==> src/rtl/matvec_pkg.sv <==
// Shared types and helpers for the matrix-vector engine: FSM state encoding,
// accumulator saturation limits and index-width helpers.
package matvec_pkg;

  typedef enum logic [1:0] {
    StIdle,
    StCompute,
    StOutput
  } matvec_state_t;

  // Working width for the limit functions; any ACC_W up to this is supported.
  localparam int unsigned SatCalcW = 128;

  // Narrowest index width ever used on a port (a 1-entry range still gets 1 bit).
  localparam int unsigned MinIdxW = 1;

  // Index width for a range of n entries, never below MinIdxW.
  function automatic int unsigned idx_w(int unsigned n);
    return (n > 1) ? $clog2(n) : MinIdxW;
  endfunction

  // Largest signed value representable in acc_w bits.
  function automatic logic signed [SatCalcW-1:0] sat_max(int unsigned acc_w);
    return (128'sd1 <<< (acc_w - 1)) - 128'sd1;
  endfunction

  // Smallest signed value representable in acc_w bits.
  function automatic logic signed [SatCalcW-1:0] sat_min(int unsigned acc_w);
    return -(128'sd1 <<< (acc_w - 1));
  endfunction

endpackage

==> src/rtl/matvec_mac.sv <==
// Combinational signed multiply-accumulate with saturating add.
// Full-precision product, sign-extended to ACC_W, added to the running sum;
// overflow clamps to the ACC_W signed range instead of wrapping.
module matvec_mac
  import matvec_pkg::*;
#(
  parameter int unsigned DATA_W = 14,
  parameter int unsigned ACC_W  = 2 * DATA_W
) (
  input  logic signed [DATA_W-1:0] i_x,
  input  logic signed [DATA_W-1:0] i_w,
  input  logic signed [ACC_W-1:0]  i_acc,
  output logic signed [ACC_W-1:0]  o_acc
);

  localparam logic signed [SatCalcW-1:0] SatMaxFull = sat_max(ACC_W);
  localparam logic signed [SatCalcW-1:0] SatMinFull = sat_min(ACC_W);
  localparam logic signed [ACC_W-1:0]    SatMax     = SatMaxFull[ACC_W-1:0];
  localparam logic signed [ACC_W-1:0]    SatMin     = SatMinFull[ACC_W-1:0];

  logic signed [2*DATA_W-1:0] w_prod;
  logic signed [ACC_W-1:0]    w_prod_ext;
  logic signed [ACC_W:0]      w_sum;

  // Multiply, extend, add one guard bit wide and clamp on overflow.
  always_comb begin
    w_prod     = i_x * i_w;
    w_prod_ext = ACC_W'(w_prod);
    w_sum      = (ACC_W + 1)'(i_acc) + (ACC_W + 1)'(w_prod_ext);
    // Guard bit disagreeing with the result MSB means the sum left the range.
    if (w_sum[ACC_W] != w_sum[ACC_W-1]) begin
      o_acc = w_sum[ACC_W] ? SatMin : SatMax;
    end else begin
      o_acc = w_sum[ACC_W-1:0];
    end
  end

endmodule

==> src/rtl/matvec_engine.sv <==
// Matrix-vector multiply engine: Y[r] = sum_c X[c]*W[r][c], one saturating MAC
// per cycle, one row result per valid/ready handshake.
// Optional build macro MATVEC_RELU_EN clamps negative row results to zero at the
// output register (accumulation itself stays signed and saturating).
module matvec_engine
  import matvec_pkg::*;
#(
  parameter int unsigned DATA_W = 14,
  parameter int unsigned N      = 8,
  parameter int unsigned M      = 8,
  parameter int unsigned ACC_W  = 2 * DATA_W,
  localparam int unsigned ColW  = idx_w(N),
  localparam int unsigned WAddrW = idx_w(M * N),
  localparam int unsigned RowW  = idx_w(M)
) (
  input  logic                     i_clk,
  input  logic                     i_rst,
  input  logic signed [DATA_W-1:0] i_wr_data,
  input  logic                     i_wr_en_x,
  input  logic [ColW-1:0]          i_addr_x,
  input  logic                     i_wr_en_w,
  input  logic [WAddrW-1:0]        i_addr_w,
  input  logic                     i_start,
  output logic                     o_busy,
  output logic                     o_out_valid,
  input  logic                     i_out_ready,
  output logic signed [ACC_W-1:0]  o_out_data,
  output logic [RowW-1:0]          o_out_row,
  output logic                     o_out_last
);

  // Operand storage: not reset, survives i_rst.
  logic signed [DATA_W-1:0] r_x [N];
  logic signed [DATA_W-1:0] r_w [M*N];

  matvec_state_t r_state, w_state_next;

  logic [RowW-1:0]          r_row;
  logic [ColW-1:0]          r_col;
  // W is row-major, so the flat W index just advances by one per MAC across rows.
  logic [WAddrW-1:0]        r_widx;
  logic signed [ACC_W-1:0]  r_acc;
  logic signed [ACC_W-1:0]  r_out_data;
  logic [RowW-1:0]          r_out_row;
  logic                     r_out_last;

  logic signed [ACC_W-1:0]  w_mac;
  logic signed [ACC_W-1:0]  w_out_val;
  logic                     w_col_last;
  logic                     w_row_last;

  assign w_col_last = (r_col == ColW'(N - 1));
  assign w_row_last = (r_row == RowW'(M - 1));

  matvec_mac #(
    .DATA_W (DATA_W),
    .ACC_W  (ACC_W)
  ) u_mac (
    .i_x   (r_x[r_col]),
    .i_w   (r_w[r_widx]),
    .i_acc (r_acc),
    .o_acc (w_mac)
  );

  // Row result as it will be registered for the output stream.
  always_comb begin
`ifdef MATVEC_RELU_EN
    w_out_val = w_mac[ACC_W-1] ? '0 : w_mac;
`else
    w_out_val = w_mac;
`endif
  end

  // Operand writes, accepted only while idle; out-of-range addresses dropped.
  always_ff @(posedge i_clk) begin
    if (r_state == StIdle) begin
      if (i_wr_en_x && (32'(i_addr_x) < N)) begin
        r_x[i_addr_x] <= i_wr_data;
      end
      if (i_wr_en_w && (32'(i_addr_w) < M * N)) begin
        r_w[i_addr_w] <= i_wr_data;
      end
    end
  end

  // FSM state register.
  always_ff @(posedge i_clk) begin
    if (i_rst) begin
      r_state <= StIdle;
    end else begin
      r_state <= w_state_next;
    end
  end

  // FSM next-state logic.
  always_comb begin
    w_state_next = r_state;
    unique case (r_state)
      StIdle:    if (i_start) w_state_next = StCompute;
      StCompute: if (w_col_last) w_state_next = StOutput;
      StOutput: begin
        if (i_out_ready) begin
          w_state_next = w_row_last ? StIdle : StCompute;
        end
      end
      default:   w_state_next = StIdle;
    endcase
  end

  // FSM outputs.
  always_comb begin
    o_busy      = 1'b0;
    o_out_valid = 1'b0;
    unique case (r_state)
      StIdle:    ;
      StCompute: o_busy = 1'b1;
      StOutput: begin
        o_busy      = 1'b1;
        o_out_valid = 1'b1;
      end
      default:   ;
    endcase
  end

  // Counters, accumulator and held output registers.
  always_ff @(posedge i_clk) begin
    if (i_rst) begin
      r_row      <= '0;
      r_col      <= '0;
      r_widx     <= '0;
      r_acc      <= '0;
      r_out_data <= '0;
      r_out_row  <= '0;
      r_out_last <= 1'b0;
    end else begin
      unique case (r_state)
        StIdle: begin
          if (i_start) begin
            r_row  <= '0;
            r_col  <= '0;
            r_widx <= '0;
            r_acc  <= '0;
          end
        end
        StCompute: begin
          r_acc <= w_mac;
          r_col <= r_col + ColW'(1);
          // Hold the pointer on the very last MAC so it never leaves the array.
          if (!(w_col_last && w_row_last)) begin
            r_widx <= r_widx + WAddrW'(1);
          end
          if (w_col_last) begin
            r_col      <= '0;
            r_out_data <= w_out_val;
            r_out_row  <= r_row;
            r_out_last <= w_row_last;
          end
        end
        StOutput: begin
          if (i_out_ready && !w_row_last) begin
            r_row <= r_row + RowW'(1);
            r_col <= '0;
            r_acc <= '0;
          end
        end
        default: ;
      endcase
    end
  end

  assign o_out_data = r_out_data;
  assign o_out_row  = r_out_row;
  assign o_out_last = r_out_last;

endmodule

==> config.mk <==
export PLATFORM = sky130hd
export DESIGN_NAME = matvec_engine
export DESIGN_NICKNAME = d
export VERILOG_FILES = /design/src/rtl/matvec_pkg.sv /design/src/rtl/matvec_mac.sv /design/src/rtl/matvec_engine.sv
export SDC_FILE = /design/constraint.sdc
export NUM_CORES = 2
export LEC_CHECK = 0
export ABC_AREA = 1
export CORE_MARGIN = 2
export CORE_UTILIZATION = 39
export CTS_CLUSTER_DIAMETER = 50
export DETAILED_ROUTE_END_ITERATION = 8
export PLACE_DENSITY = 0.58
export SETUP_SLACK_MARGIN = 0.05
export SLEW_MARGIN = 10
export SYNTH_ARGS = -nofsm -noshare
export SYNTH_HDL_FRONTEND = slang
export SYNTH_SLANG_ARGS = --single-unit
==> constraint.sdc <==
create_clock -name i_clk -period 8.33 [get_ports i_clk]
set_input_delay 1.666 -clock i_clk [delete_from_list [all_inputs] [get_ports i_clk]]
set_output_delay 1.666 -clock i_clk [all_outputs]
set_load 0.03 [all_outputs]
==> summary.md <==
| Metric | Value |
|---|---|
| Std cell rows | `135` |
| Die extent in y | `373 µm` |
| Initial DRC Count | `3,776` |
| Net count, final | `5,175` |
| Final setup TNS | `0 ns` |
| Clock latency at the later pin of the worst-skew pair | `0.77 ns` |
| Area share of the largest cell type after synthesis | `57.1%` |
| Placement Cell Area | `56,200 µm²` |
| Combined area of the multi-input logic cells | `18,000 µm²` |
| DRT Pass-1 Iters | `5` |
| H-tree depth | `3` |
| Die area | `139,000 µm²` |
| Ys async rst share | `0%` |
| Worst Hold Class | `reg2reg` |
| Syn Area/Cell | `11.4 µm²` |
| Slew margin rel. | `19.5%` |
| WP data arrival | `8.62 ns` |
| Critical path's slowest cell | `fa_1` |
| Critical path class | `reg2reg` |
| Number of synthesized register bits | `1,091` |
| Count of non-filler cells in the finished layout | `6,699` |
| Aggregate global-route resource usage | `20.8%` |
| Worst-path fanout max | `56` |
| # DRC | `0` |
| Worst hold start | `o_out_last` |
| Top cells by area, synth | `edfxtp_1 57%, fa_1 9.0%, nor2_1 5.4%, o21ai_0 5.0%, nand2_1 3.7%` |
| Final-report setup violation count | `0` |
| Placed insts | `6,465` |
| Cells after synthesis | `4,659` |
| Hold Vio Cnt, Final | `0` |
| Worst-path clk slew | `0.06 ns` |
| Fin crit period | `8.00 ns` |
| Share of layout cells above drive strength 1 | `10.9%` |
| Synth unique cells | `50` |
| CTS tree | `yes` |
| R2R cell count | `33` |
| Main synth FF type | `edfxtp_1` |
| Crit end category | `register` |
| Register area | `31,900 µm²` |
| First-pass GRT wire length | `220 mm` |
| Tcrit/Tclk final | `96.0%` |
| Initial antenna violation count | `5` |
| Routed Wire Length | `149 mm` |
| Vias in the first global route | `33,900` |
| Post-route ant nets | `0` |
| CTS buffer count | `119` |
| Initial core utilization | `39.2%` |
| Largest net degree at the start of global routing | `99` |
| Sequential element share of the synthesized area | `60.2%` |
| Synthesis warning total | `0` |
| Area of the core | `135,000 µm²` |
| Io pins | `63` |
| CTS sink cnt | `1,091` |
| WL per Instance | `22.2 µm` |
| Status | `finished, final reports clean` |
| Final instance area | `60,400 µm²` |
| CTS max path bufs | `3` |
| RSZ-0062 raised after global routing | `false` |
| Fmax | `125 MHz` |
| Vias/cell | `5.30` |
| DR vias | `35,500` |
| Overall die width | `373 µm` |
| Critical path required time | `8.95 ns` |
| Filler cell count | `12,400` |
| Clock Skews | `0.0836 ns` |
| Routability congestion estimate | `0.945` |
| DP HPWL | `92.3 mm` |
| Worst Hold Depth | `2` |
| CP max stage delay | `0.56 ns` |
| Total congestion overflow | `0` |
| Root Driver | `clkbuf_16` |
| Final Max Tran Viols | `0` |
| Actual slew at the worst max-slew pin | `1.20 ns` |
| Area Growth Syn to Fin | `14.0%` |
| Max-cap viol count | `0` |
| Mapped cell area | `53,000 µm²` |
| Mapped Nets | `5,018` |
| Crit start category | `register` |
| Synth area leader | `edfxtp_1` |
| Port Buffers | `62` |
| Number of synthesized flops with an enable pin | `1,008` |
state kept, by name, indices dropped and copies added, names as in the netlist, 3 cells and up, named ones only:
name,flops
r_w,896
r_x,112
o_out_data,28
r_acc,28
r_widx,6
o_out_row,3
r_col,3
r_row,3
path summary, 6_finish.rpt:
check             slack [ns]    endpoint
setup / recovery        0.33   r_acc[20]
hold / removal          0.46  o_out_last
setup reg to reg        0.33   r_acc[20]
hold reg to reg         0.46  o_out_last
worst max-delay path: cells and delay by family (launching register included):
kind            cells  cell delay [ns]
fa+ha+maj           7             3.34
compound gates      4             1.16
flops               1             0.39
buf+inv             8             0.93
simple gates       14             1.98
cell type report:
| type | instances | area share, % |
|---|---|---|
| Inverter | 454 | 2.89 |
| Sequential cell | 1091 | 52.9 |
| Clock inverter | 79 | 1.33 |
| Clock buffer | 142 | 5.17 |
| Tap cell | 1781 | 3.69 |
| Antenna cell | 2 | 0.00828 |
| Multi-Input combinational cell | 2867 | 29.8 |
| Timing Repair Buffer | 283 | 4.24 |
Yosys cell counts (all sizes together) (52+ instances only):
library cell  instances
inv                 449
edfxtp             1008
a21oi               180
ha                   92
o22ai               248
o21ai               662
nor2                765
dfxtp                83
buf                 168
fa                  238
nand2               528
nand3                52
clkbuf               82
per-stage QoR:
step / setup slack (ns) / util [%] / hold WS [ns]
floorplan: 1.51 / - / 0.436
global placement: 0.206 / 41.6 / 0.453
detailed placement: 0.195 / 41.6 / 0.458
CTS: 0.0706 / 44.5 / 0.468
global route: 0.0463 / 44.7 / 0.484
finish: 0.330 / 44.7 / 0.465
cell families (layout without fill, tap and decap cells):
| group | count (synthesis) | count (layout) | synth area share [%] |
|---|---|---|---|
| buffers and inverters | 704 | 958 | 6.08 |
| DFF | 1091 | 1091 | 60.2 |
| xor gates and xnor gates | 20 | 20 | 0.330 |
| adders and majority gates | 330 | 330 | 11.2 |
| other | 0 | 2 | 0 |
| and+or+nand+nor | 1374 | 1377 | 10.1 |
| AOI/OAI and AO/OA | 1140 | 1140 | 12.1 |
metal layers:
layer / up-vias / wire length, µm / GRT usage (%)
met4: 4 / 3690 / 5.47
met1: 17500 / 67700 / 30.7
met2: 1306 / 67500 / 32.3
met3: 208 / 10100 / 3.05
met5: - / 24 / 0
li1: 16400 / - / -
what timing repair did:
| item | in CTS | in global routing |
|---|---|---|
| setup buffers | 0 | 6 |
| endpoints found under the setup margin | 0 | 55 |
| gates resized for setup | 0 | 42 |
| hold buffers | 0 | 0 |
cells in the final DEF, fill, tap and decap left out, drive strengths merged, types with 47 or more instances in the layout:
master         Yosys  final
clkinv             5     64
a21oi            180    180
nand2            528    528
buf              168    234
o22ai            248    248
clkdlybuf4s50      0     47
clkbuf            82    144
inv              449    458
nor2             765    765
ha                92     92
dfxtp             83     83
fa               238    238
edfxtp          1008   1008
o21ai            662    662
nand3             52     52
Power is not shown: default switching activity piles up to over one toggle a cycle in this logic, so the estimate is an artifact.
